$ cat config.mk
export PLATFORM = sky130hd
export DESIGN_NAME = uart_word_rx
export DESIGN_NICKNAME = d
export VERILOG_FILES = /design/src/rtl/uart_pkg.sv /design/src/rtl/uart_rx_byte.sv /design/src/rtl/uart_word_rx.sv
export SDC_FILE = /design/constraint.sdc
export NUM_CORES = 1
export LEC_CHECK = 0
export ABC_CLOCK_PERIOD_IN_PS = 3100
export CAP_MARGIN = 0
export CORE_ASPECT_RATIO = 0.6
export CORE_MARGIN = 4
export CORE_UTILIZATION = 57
export CTS_CLUSTER_DIAMETER = 30
export CTS_CLUSTER_SIZE = 25
export DETAILED_ROUTE_END_ITERATION = 6
export DONT_BUFFER_PORTS = 1
export PLACE_DENSITY = 0.72
export SKIP_CTS_REPAIR_TIMING = 1
export SLEW_MARGIN = 15
export SYNTH_ARGS = -nofsm -noshare
export SYNTH_HDL_FRONTEND = slang
export SYNTH_SLANG_ARGS = --single-unit
$ cat constraint.sdc
create_clock -name clk -period 3.1 [get_ports clk]
set_clock_uncertainty 0.05 [all_clocks]
set_input_delay 0.62 -clock clk [delete_from_list [all_inputs] [get_ports clk]]
set_output_delay 0.62 -clock clk [all_outputs]
set_load 0.03 [all_outputs]
$ cat src/rtl/uart_pkg.sv
// Shared definitions for the UART word receiver: bit-FSM encoding and 8N1 frame constants.
package uart_pkg;

  typedef enum logic [2:0] {
    ST_IDLE,
    ST_START,
    ST_DATA,
    ST_STOP,
    ST_WAIT_IDLE
  } rx_state_e;

  localparam int DATA_BITS = 8;
  localparam int STOP_BITS = 1;

endpackage

$ cat src/rtl/uart_rx_byte.sv
// Bit-level 8N1 receiver: synchronises rx, frames one byte and strobes it (or a framing error).
module uart_rx_byte
  import uart_pkg::*;
#(
  parameter int CLKS_PER_BIT = 16
) (
  input  logic                 clk,
  input  logic                 rst_n,
  input  logic                 rx_i,
  output logic [DATA_BITS-1:0] byte_o,
  output logic                 byte_stb_o,
  output logic                 frame_err_o,
  output logic                 idle_o,
  output logic                 start_o
);

  localparam int CNT_W = $clog2(CLKS_PER_BIT * STOP_BITS + 1);
  localparam int BIT_W = $clog2(DATA_BITS);
  localparam logic [CNT_W-1:0] HALF_LAST = CNT_W'(CLKS_PER_BIT / 2 - 1);
  localparam logic [CNT_W-1:0] BIT_LAST  = CNT_W'(CLKS_PER_BIT - 1);
  localparam logic [CNT_W-1:0] STOP_LAST = CNT_W'(STOP_BITS * CLKS_PER_BIT - 1);
  localparam logic [BIT_W-1:0] LAST_BIT  = BIT_W'(DATA_BITS - 1);

  logic                 sync1_q, rx_s_q, rx_prev_q;
  rx_state_e            state_q, state_d;
  logic [CNT_W-1:0]     cnt_q, cnt_d;
  logic [BIT_W-1:0]     bit_q, bit_d;
  logic [DATA_BITS-1:0] shift_q, shift_d;

  // Synchroniser resets low so a line held low across reset is never mistaken for a fresh start edge.
  always_ff @(posedge clk or negedge rst_n) begin
    if (!rst_n) begin
      sync1_q   <= 1'b0;
      rx_s_q    <= 1'b0;
      rx_prev_q <= 1'b0;
      state_q   <= ST_WAIT_IDLE;
      cnt_q     <= '0;
      bit_q     <= '0;
      shift_q   <= '0;
    end else begin
      sync1_q   <= rx_i;
      rx_s_q    <= sync1_q;
      rx_prev_q <= rx_s_q;
      state_q   <= state_d;
      cnt_q     <= cnt_d;
      bit_q     <= bit_d;
      shift_q   <= shift_d;
    end
  end

  always_comb begin
    state_d     = state_q;
    cnt_d       = cnt_q + 1'b1;
    bit_d       = bit_q;
    shift_d     = shift_q;
    byte_stb_o  = 1'b0;
    frame_err_o = 1'b0;
    start_o     = 1'b0;
    unique case (state_q)
      ST_IDLE: begin
        cnt_d = '0;
        if (rx_prev_q && !rx_s_q) begin
          state_d = ST_START;
          start_o = 1'b1;
        end
      end
      ST_START: begin
        if (cnt_q == HALF_LAST) begin
          cnt_d   = '0;
          bit_d   = '0;
          state_d = rx_s_q ? ST_IDLE : ST_DATA;
        end
      end
      ST_DATA: begin
        if (cnt_q == BIT_LAST) begin
          cnt_d   = '0;
          shift_d = {rx_s_q, shift_q[DATA_BITS-1:1]};
          bit_d   = bit_q + 1'b1;
          if (bit_q == LAST_BIT) state_d = ST_STOP;
        end
      end
      ST_STOP: begin
        if (cnt_q == STOP_LAST) begin
          cnt_d = '0;
          if (rx_s_q) begin
            byte_stb_o = 1'b1;
            state_d    = ST_IDLE;
          end else begin
            frame_err_o = 1'b1;
            state_d     = ST_WAIT_IDLE;
          end
        end
      end
      ST_WAIT_IDLE: begin
        cnt_d = '0;
        if (rx_s_q) state_d = ST_IDLE;
      end
      default: begin
        cnt_d   = '0;
        state_d = ST_WAIT_IDLE;
      end
    endcase
  end

  assign byte_o = shift_q;
  assign idle_o = (state_q == ST_IDLE);

endmodule

$ cat src/rtl/uart_word_rx.sv
// Assembles received UART bytes into words with inter-byte timeout and a valid/ready output.
module uart_word_rx
  import uart_pkg::*;
#(
  parameter int CLKS_PER_BIT = 16,
  parameter int WORD_BYTES   = 4,
  parameter int MSB_FIRST    = 0,
  parameter int TIMEOUT_BITS = 20
) (
  input  logic                      clk,
  input  logic                      rst_n,
  input  logic                      rx,
  output logic [8*WORD_BYTES-1:0]   m_data,
  output logic                      m_valid,
  input  logic                      m_ready,
  output logic                      frame_err,
  output logic                      timeout,
  output logic                      overrun
);

  localparam int WORD_W   = DATA_BITS * WORD_BYTES;
  localparam int BCNT_W   = (WORD_BYTES > 1) ? $clog2(WORD_BYTES) : 1;
  localparam int TO_LIMIT = TIMEOUT_BITS * CLKS_PER_BIT;
  localparam int TO_W     = $clog2(TO_LIMIT + 1);
  localparam logic [BCNT_W-1:0] BCNT_LAST = BCNT_W'(WORD_BYTES - 1);
  localparam logic [TO_W-1:0]   TO_LAST   = TO_W'(TO_LIMIT - 1);

  logic [DATA_BITS-1:0] rx_byte;
  logic                 byte_stb, byte_ferr, fsm_idle, start_det;

  logic [BCNT_W-1:0] bcnt_q, bcnt_d;
  logic [WORD_W-1:0] asm_q, asm_d;
  logic [TO_W-1:0]   idle_cnt_q, idle_cnt_d;
  logic [WORD_W-1:0] m_data_q, m_data_d;
  logic              m_valid_q, m_valid_d;
  logic              frame_err_q, frame_err_d;
  logic              timeout_q, timeout_d;
  logic              overrun_q, overrun_d;
  logic              to_hit, word_done;
  int                byte_pos;

  uart_rx_byte #(
    .CLKS_PER_BIT(CLKS_PER_BIT)
  ) u_rx_byte (
    .clk        (clk),
    .rst_n      (rst_n),
    .rx_i       (rx),
    .byte_o     (rx_byte),
    .byte_stb_o (byte_stb),
    .frame_err_o(byte_ferr),
    .idle_o     (fsm_idle),
    .start_o    (start_det)
  );

  always_ff @(posedge clk or negedge rst_n) begin
    if (!rst_n) begin
      bcnt_q      <= '0;
      asm_q       <= '0;
      idle_cnt_q  <= '0;
      m_data_q    <= '0;
      m_valid_q   <= 1'b0;
      frame_err_q <= 1'b0;
      timeout_q   <= 1'b0;
      overrun_q   <= 1'b0;
    end else begin
      bcnt_q      <= bcnt_d;
      asm_q       <= asm_d;
      idle_cnt_q  <= idle_cnt_d;
      m_data_q    <= m_data_d;
      m_valid_q   <= m_valid_d;
      frame_err_q <= frame_err_d;
      timeout_q   <= timeout_d;
      overrun_q   <= overrun_d;
    end
  end

  always_comb begin
    bcnt_d      = bcnt_q;
    asm_d       = asm_q;
    idle_cnt_d  = idle_cnt_q;
    m_data_d    = m_data_q;
    m_valid_d   = m_valid_q;
    frame_err_d = 1'b0;
    timeout_d   = 1'b0;
    overrun_d   = 1'b0;
    word_done   = 1'b0;
    byte_pos    = 0;

    if (start_det) begin
      idle_cnt_d = '0;
    end else if (fsm_idle && (bcnt_q != '0)) begin
      idle_cnt_d = idle_cnt_q + 1'b1;
    end
    to_hit = fsm_idle && (bcnt_q != '0) && !start_det && (idle_cnt_q == TO_LAST);

    // A framing error outranks a timeout; both discard the partial word.
    if (byte_ferr) begin
      frame_err_d = 1'b1;
      bcnt_d      = '0;
    end else if (to_hit) begin
      timeout_d  = 1'b1;
      bcnt_d     = '0;
      idle_cnt_d = '0;
    end else if (byte_stb) begin
      byte_pos = (MSB_FIRST != 0) ? (WORD_BYTES - 1 - int'(bcnt_q)) : int'(bcnt_q);
      for (int b = 0; b < WORD_BYTES; b++) begin
        if (b == byte_pos) asm_d[DATA_BITS*b +: DATA_BITS] = rx_byte;
      end
      if (bcnt_q == BCNT_LAST) begin
        bcnt_d    = '0;
        word_done = 1'b1;
      end else begin
        bcnt_d = bcnt_q + 1'b1;
      end
    end

    if (m_valid_q && m_ready) m_valid_d = 1'b0;
    if (word_done) begin
      if (!m_valid_q || m_ready) begin
        m_data_d  = asm_d;
        m_valid_d = 1'b1;
      end else begin
        overrun_d = 1'b1;
      end
    end
  end

  assign m_data    = m_data_q;
  assign m_valid   = m_valid_q;
  assign frame_err = frame_err_q;
  assign timeout   = timeout_q;
  assign overrun   = overrun_q;

endmodule

==> metrics.cfg, run 1 <==
[run_status]
status = completed

[drt]
drc = 0
post_drt_wl_per_cell_um = 17.7
drtIter0Drc = 156
via_per_inst = 5.66
first_pass_iters = 6
ant_nets = 0
wl_mm = 6.62
via_count = 2113

[global_routing]
grt_max_degree = 94
grt_pass1_vias = 2167
grt_use_met2_pct = 22.2
grt-ovfl-total = 0
met3_usage_pct = 6.33
antenna_found_initial = 0
grt_util_met1_pct = 27.2
grt_usage_pct = 17.6
top_usage_layer = met1
grt_pass1_wl_mm = 11.2

[timing]
worstMarginPinSlew_ns = 0.601
grt_setup_unrepaired = false
finalHoldViolations = 0
fin_ws_ns = 0.502
hold_slack_ns = 0.0728
setup_viol = 0
worst_slew_margin_rel_pct = 59.9
fin_crit_ns = 2.60
tns_ns = 0
fmax_ghz = 0.385
period_share_pct = 83.8
drv_slew = 0

[clock_tree]
clkTransAtPathRegs_ns = 0.06
cts_root_buf = clkbuf_16
cts_max_level = 3
cts_sinks = 93
tritoncts = yes
clk_path_buf_depth = 2
cts_buffers = 9
clkLatencyLatePin_ns = 0.33

[yosys]
syn_area_um2 = 3850
ys_top_cells_by_area = dfrtp_1 60%, mux2_2 17%, ha_1 3.3%
ys.flop_type = dfrtp_1
synth_common_cells = 92 x dfrtp_1, 59 x mux2_2, 16 x nor2_1
synth_top_area_share_pct = 59.8
synthCells = 277
ys_async_sr_fraction_pct = 100
ys_seq_area_share_pct = 60.5
yosys_warnings = 0
syn_nets = 291
synth_cell_types = 40
synth_top_area_cell = dfrtp_1
synth_most_common_cell = dfrtp_1
synth_seq_cells = 93
synth_edf_count = 0
synth.avg_cell_area_um2 = 13.9

[floorplanning]
rows = 22
die-area_um2 = 8170
die_h_um = 71.6
die_w_um = 114
core_area_um2 = 6330
ios = 40
initial_utilization_pct = 60.8

[critical_path]
cp_num_cells = 7
start_kind = register
r2r.worst_path.cells = 7
required_ns = 3.26
critPathKind = register to register
endpoint_kind = register
crit_slowest_cell = and4b_1
critPathMaxFanout = 8
cp_num_buf_inv = 0
path_cells = ha_1, and3_1, ha_1, and4b_1, nand3_4, mux2_1, mux2_2
critPathMaxStageDelay_ns = 0.56
cp_data_arrival_time_ns = 2.76
cpMostUsedCell = ha_1
crit_family = simple AND/OR/NAND/NOR gates

[placed_design]
place.detailed.hpwl_mm = 4.32
io_buffers = 0
gp_congestion = 0.798
dpl_worst_slack_ns = 0.511

[power]
peakVddDrop_mv = 0.508
power_density_nw_per_um2 = 587
cellLeakagePower_nw = 2.15

[layout]
nets = 298
drive_gt1_share_pct = 29.4
final_util_pct = 67.1
fillers = 463
diodes = 0
syn2layout_area_growth_pct = 10.3

[min_path]
hp-class = primary input to asynchronous set/reset pin

[flow_run]
maxCapViolations = 0

-- cell families (layout without fill, tap and decap cells) --
kind of cell               Yosys count  count (layout)  share of synthesized area (%)
adders and majority gates           10              10                           3.25
buffers and inverters               17              29                           1.92
DFF                                 93              93                           60.5
AOI/OAI and AO/OA                   19              19                           3.48
and+or+nand+nor                     63              63                           9.50
muxes                               66              66                           19.3
xor gates and xnor gates             9               9                           2.05
-- stage by stage --
| stage | cells | area, µm² | power (mW) |
|---|---|---|---|
| after global routing | 373 | 4250 | 2.60 |
| after CTS | 372 | 4220 | 2.49 |
| after global placement | 356 | 3940 | 1.47 |
| final | 373 | 4250 | 2.49 |
| after detailed placement | 356 | 3940 | 1.48 |
| after floorplan | 277 | 3850 | 1.44 |
-- report_power, final --
part / total [mW] / switching (mW) / internal, mW / leakage [nW]
clock network: 1.01 / 0.430 / 0.583 / 0.138
logic: 0.143 / 0.0820 / 0.0613 / 0.730
registers: 1.34 / 0.0852 / 1.25 / 1.28
-- final cells by class --
cell class	instances	area, µm²	share of cell area, %
clock buffer	12	256	6.04
clock inverter	4	22.5	0.531
inverter	8	30.0	0.707
multi-input combinational	167	1450	34.0
sequential	93	2330	54.8
tap	84	105	2.48
timing repair buffer	5	57.6	1.36
-- registers in the layout, indices dropped and copies added, names as in the netlist --
register,count
timeout,1
m_data,32
asm_q,24
u_rx_byte.bit_q,3
bcnt_q,2
frame_err,1
u_rx_byte.byte_o,8
u_rx_byte.rx_s_q,1
m_valid,1
u_rx_byte.cnt_q,5
idle_cnt_q,9
u_rx_byte.state_q,3
u_rx_byte.rx_prev_q,1
overrun,1
u_rx_byte.sync1_q,1
-- metal layers --
layer | wire length (µm) | up-vias | part of all wire, %
met5 | 0 | - | 0
met4 | 83 | 0 | 1.3
met3 | 443 | 7 | 6.7
met2 | 2590 | 51 | 39
met1 | 3500 | 1067 | 53
li1 | - | 988 | -
-- cells in the final DEF (no fill, tap or decap), types with 6 or more instances in the layout --
master	synthesis	routed
clkbuf_16	0	9
dfrtp_1	92	92
ha_1	10	10
inv_1	8	8
mux2_1	6	6
mux2_2	59	59
nand2_1	15	15
nand3_1	6	6
nor2_1	16	16
xor2_1	8	8
-- final timing paths --
kind	from	to	slack (ns)
max in group asynchronous	rst_n	u_rx_byte.cnt_q[2]	2.51
max	u_rx_byte.cnt_q[0]	m_data[0]	0.50
min in group clk	rx	u_rx_byte.sync1_q	0.27
min reg2reg	u_rx_byte.sync1_q	u_rx_byte.rx_s_q	0.30
min	rst_n	u_rx_byte.state_q[2]	0.07
max reg2reg	u_rx_byte.cnt_q[0]	m_data[0]	0.50
No activity file was read; power rests on OpenSTA's default activity.
==> run 2, diff against run 1 <==
--- a/config.mk
+++ b/config.mk
@@ -5,16 +5,16 @@
 export SDC_FILE = /design/constraint.sdc
 export NUM_CORES = 1
 export LEC_CHECK = 0
-export ABC_CLOCK_PERIOD_IN_PS = 3100
+export ABC_CLOCK_PERIOD_IN_PS = 2200
 export CAP_MARGIN = 0
 export CORE_ASPECT_RATIO = 0.6
 export CORE_MARGIN = 4
-export CORE_UTILIZATION = 57
+export CORE_UTILIZATION = 56
 export CTS_CLUSTER_DIAMETER = 30
 export CTS_CLUSTER_SIZE = 25
 export DETAILED_ROUTE_END_ITERATION = 6
 export DONT_BUFFER_PORTS = 1
-export PLACE_DENSITY = 0.72
+export PLACE_DENSITY = 0.74
 export SKIP_CTS_REPAIR_TIMING = 1
 export SLEW_MARGIN = 15
 export SYNTH_ARGS = -nofsm -noshare
==> constraint.sdc (replaced) <==
create_clock -name clk -period 2.2 [get_ports clk]
set_clock_uncertainty 0.05 [all_clocks]
set_input_delay 0.44 -clock clk [delete_from_list [all_inputs] [get_ports clk]]
set_output_delay 0.44 -clock clk [all_outputs]
set_load 0.03 [all_outputs]
==> run 2 against run 1 <==
Compared with the run above:
- the flow now finishes with violations (negative hold slack, negative setup slack)
- hold slack got worse by 0.33 ns
- fmax rose by 16%
- non-clock buffer count rose by 16
- first-iteration DRC count fell by 37%
- utilization fell by 0.77 points
- sequential share of layout area fell by 2.2 points
- die area rose by 1.6%
- final cell count rose by 5.1%
- global-route usage rose by 0.95 points
- combinational power rose by 110%
- critical endpoint is now m_data[7]
==> metrics.cfg, run 2 (synthesis results as in run 1) <==
[layout]
largest_reg_flops = 32  ; unchanged
nets = 314  ; was 298
fillers = 492  ; was 463
layout_commonest_cell = dfrtp_1  ; unchanged
stdcell_area_um2 = 4430  ; was 4250 µm²
drive_gt1_share_pct = 35.4  ; was 29.4%
diodes = 0  ; unchanged
mostFrequentLayoutCells = 92 x dfrtp_1, 51 x mux2_2, 19 x buf_4  ; was 92 x dfrtp_1, 59 x mux2_2, 16 x nor2_1
multiInputGateArea_um2 = 1520  ; was 1450 µm²
seq_area_um2 = 2330  ; unchanged
syn2layout_area_growth_pct = 15.0  ; was 10.3%

[critical_path]
r2r-start = u_rx_byte.cnt_q[0]  ; unchanged
start_kind = register  ; unchanged
crit_family = multiplexers  ; was simple AND/OR/NAND/NOR gates
cp_data_arrival_time_ns = 2.42  ; was 2.76 ns
critPathMaxFanout = 8  ; unchanged
rrSetupSlack_ns = -0.04  ; was 0.50 ns
crit_slowest_cell = dfrtp_1  ; was and4b_1
r2r.worst_path.cells = 8  ; was 7
crit_start = u_rx_byte.cnt_q[0]  ; unchanged
required_ns = 2.37  ; was 3.26 ns
endpoint_kind = register  ; unchanged
path_cells = ha_2, and3_4, ha_4, and4b_1, buf_12, nand3_4, mux2_2, mux2_2  ; was ha_1, and3_1, ha_1, and4b_1, nand3_4, mux2_1, mux2_2
cp_num_buf_inv = 1  ; was 0
critPathMaxStageDelay_ns = 0.39  ; was 0.56 ns
reg2reg_to = m_data[7]  ; was m_data[0]
critPathKind = register to register  ; unchanged
cpMostUsedCell = mux2_2  ; was ha_1

[timing]
period_share_pct = 102  ; was 83.8%
worstMarginPinSlew_ns = 0.450  ; was 0.601 ns
drv_slew = 0  ; unchanged
finalHoldViolations = 93  ; was 0
fin_crit_ns = 2.24  ; was 2.60 ns
grt_setup_unrepaired = true  ; was false
hold_slack_ns = -0.255  ; was 0.0728 ns
setup_viol = 17  ; was 0
fin_ws_ns = -0.0448  ; was 0.502 ns
worst_slew_margin_rel_pct = 69.7  ; was 59.9%
fmax_ghz = 0.445  ; was 0.385 GHz

[global_routing]
grt_max_degree = 94  ; unchanged
met3_usage_pct = 9.17  ; was 6.33%
grt-ovfl-total = 0  ; unchanged
top_usage_layer = met1  ; unchanged
grt_use_met2_pct = 24.9  ; was 22.2%
grt_pass1_wl_mm = 11.6  ; was 11.2 mm
antenna_found_initial = 0  ; unchanged
grt_util_met1_pct = 26.6  ; was 27.2%
grt_usage_pct = 18.5  ; was 17.6%
grt_pass1_vias = 2239  ; was 2167

[placed_design]
io_buffers = 0  ; unchanged
gp_congestion = 0.815  ; was 0.798
place_area_um2 = 4080  ; was 3940 µm²
place.detailed.hpwl_mm = 4.70  ; was 4.32 mm

[floorplanning]
die-area_um2 = 8300  ; was 8170 µm²
initial_utilization_pct = 57.6  ; was 60.8%
ios = 40  ; unchanged
die_w_um = 115  ; was 114 µm
die_h_um = 72.2  ; was 71.6 µm
core_area_um2 = 6680  ; was 6330 µm²
rows = 23  ; was 22

[drt]
drc = 0  ; unchanged
post_drt_wl_per_cell_um = 17.7  ; about the same
drtIter0Drc = 99  ; was 156
first_pass_iters = 4  ; was 6
wl_mm = 6.95  ; was 6.62 mm
ant_nets = 0  ; unchanged
via_count = 2186  ; was 2113
via_per_inst = 5.58  ; was 5.66

[clock_tree]
clk_path_buf_depth = 2  ; unchanged
cts_root_buf = clkbuf_16  ; unchanged
cts_buffers = 9  ; unchanged
clkLatencyLatePin_ns = 0.34  ; was 0.33 ns
tritoncts = yes  ; unchanged
cts_sinks = 93  ; unchanged
cts_max_level = 3  ; unchanged
clkTransAtPathRegs_ns = 0.06  ; about the same

[run_status]
status = complete, but fails checks  ; was completed
violations = negative hold slack, negative setup slack

[power]
power_density_nw_per_um2 = 786  ; was 587 nW/µm²
p_total_mw = 3.48  ; was 2.49 mW
cellLeakagePower_nw = 2.27  ; was 2.15 nW
peakVddDrop_mv = 0.547  ; was 0.508 mV

[min_path]
hp-class = primary input to asynchronous set/reset pin  ; unchanged

[flow_run]
maxCapViolations = 0  ; unchanged

## run 2: where the power goes
part | leakage [nW] | switching (mW) | total (mW) | internal, mW
clock network | 0.129 | 0.607 | 1.36 | 0.757
logic | 0.854 | 0.170 | 0.307 | 0.137
registers | 1.28 | 0.0427 | 1.81 | 1.76
## run 2: how the worst max path moves through the flow
stage | end | cells past startpoint | slack, ns
after floorplan | m_data[2] | 8 | 0.003
after global placement | m_data[7] | 8 | -0.04
after detailed placement | m_data[15] | 8 | -0.11
after CTS | m_data[15] | 8 | -0.14
after global routing | m_data[2] | 8 | -0.1
final | m_data[7] | 8 | -0.04
## run 2: through the flow
step / setup WS, ns / hold slack, ns / util [%] / TNS, ns / instances
after global routing: -0.0992 / -0.282 / 66.3 / -1.93 / 392
after CTS: -0.142 / -0.272 / 65.0 / -2.41 / 389
after detailed placement: -0.108 / 0.0977 / 61.1 / -1.78 / 373
final: -0.0448 / -0.255 / 66.3 / -0.276 / 392
after global placement: -0.0382 / 0.0979 / 61.1 / -0.502 / 373
after floorplan: 0.00323 / 0.0944 / - / 0 / 277
## run 2: cell type report
class,instances,area share (%)
multi-input cells,167,34.2
clock inverters,5,0.622
repair buffers,21,4.13
inverters,8,0.679
flip-flops and latches,93,52.6
clock buffers,11,5.26
well taps,87,2.46
## run 2: metal layers
| layer | vias to the layer above | share of wire (%) |
|---|---|---|
| li1 | 1018 | - |
| met1 | 1113 | 50 |
| met2 | 49 | 41 |
| met3 | 6 | 8.1 |
| met4 | 0 | 0.76 |
| met5 | - | 0 |
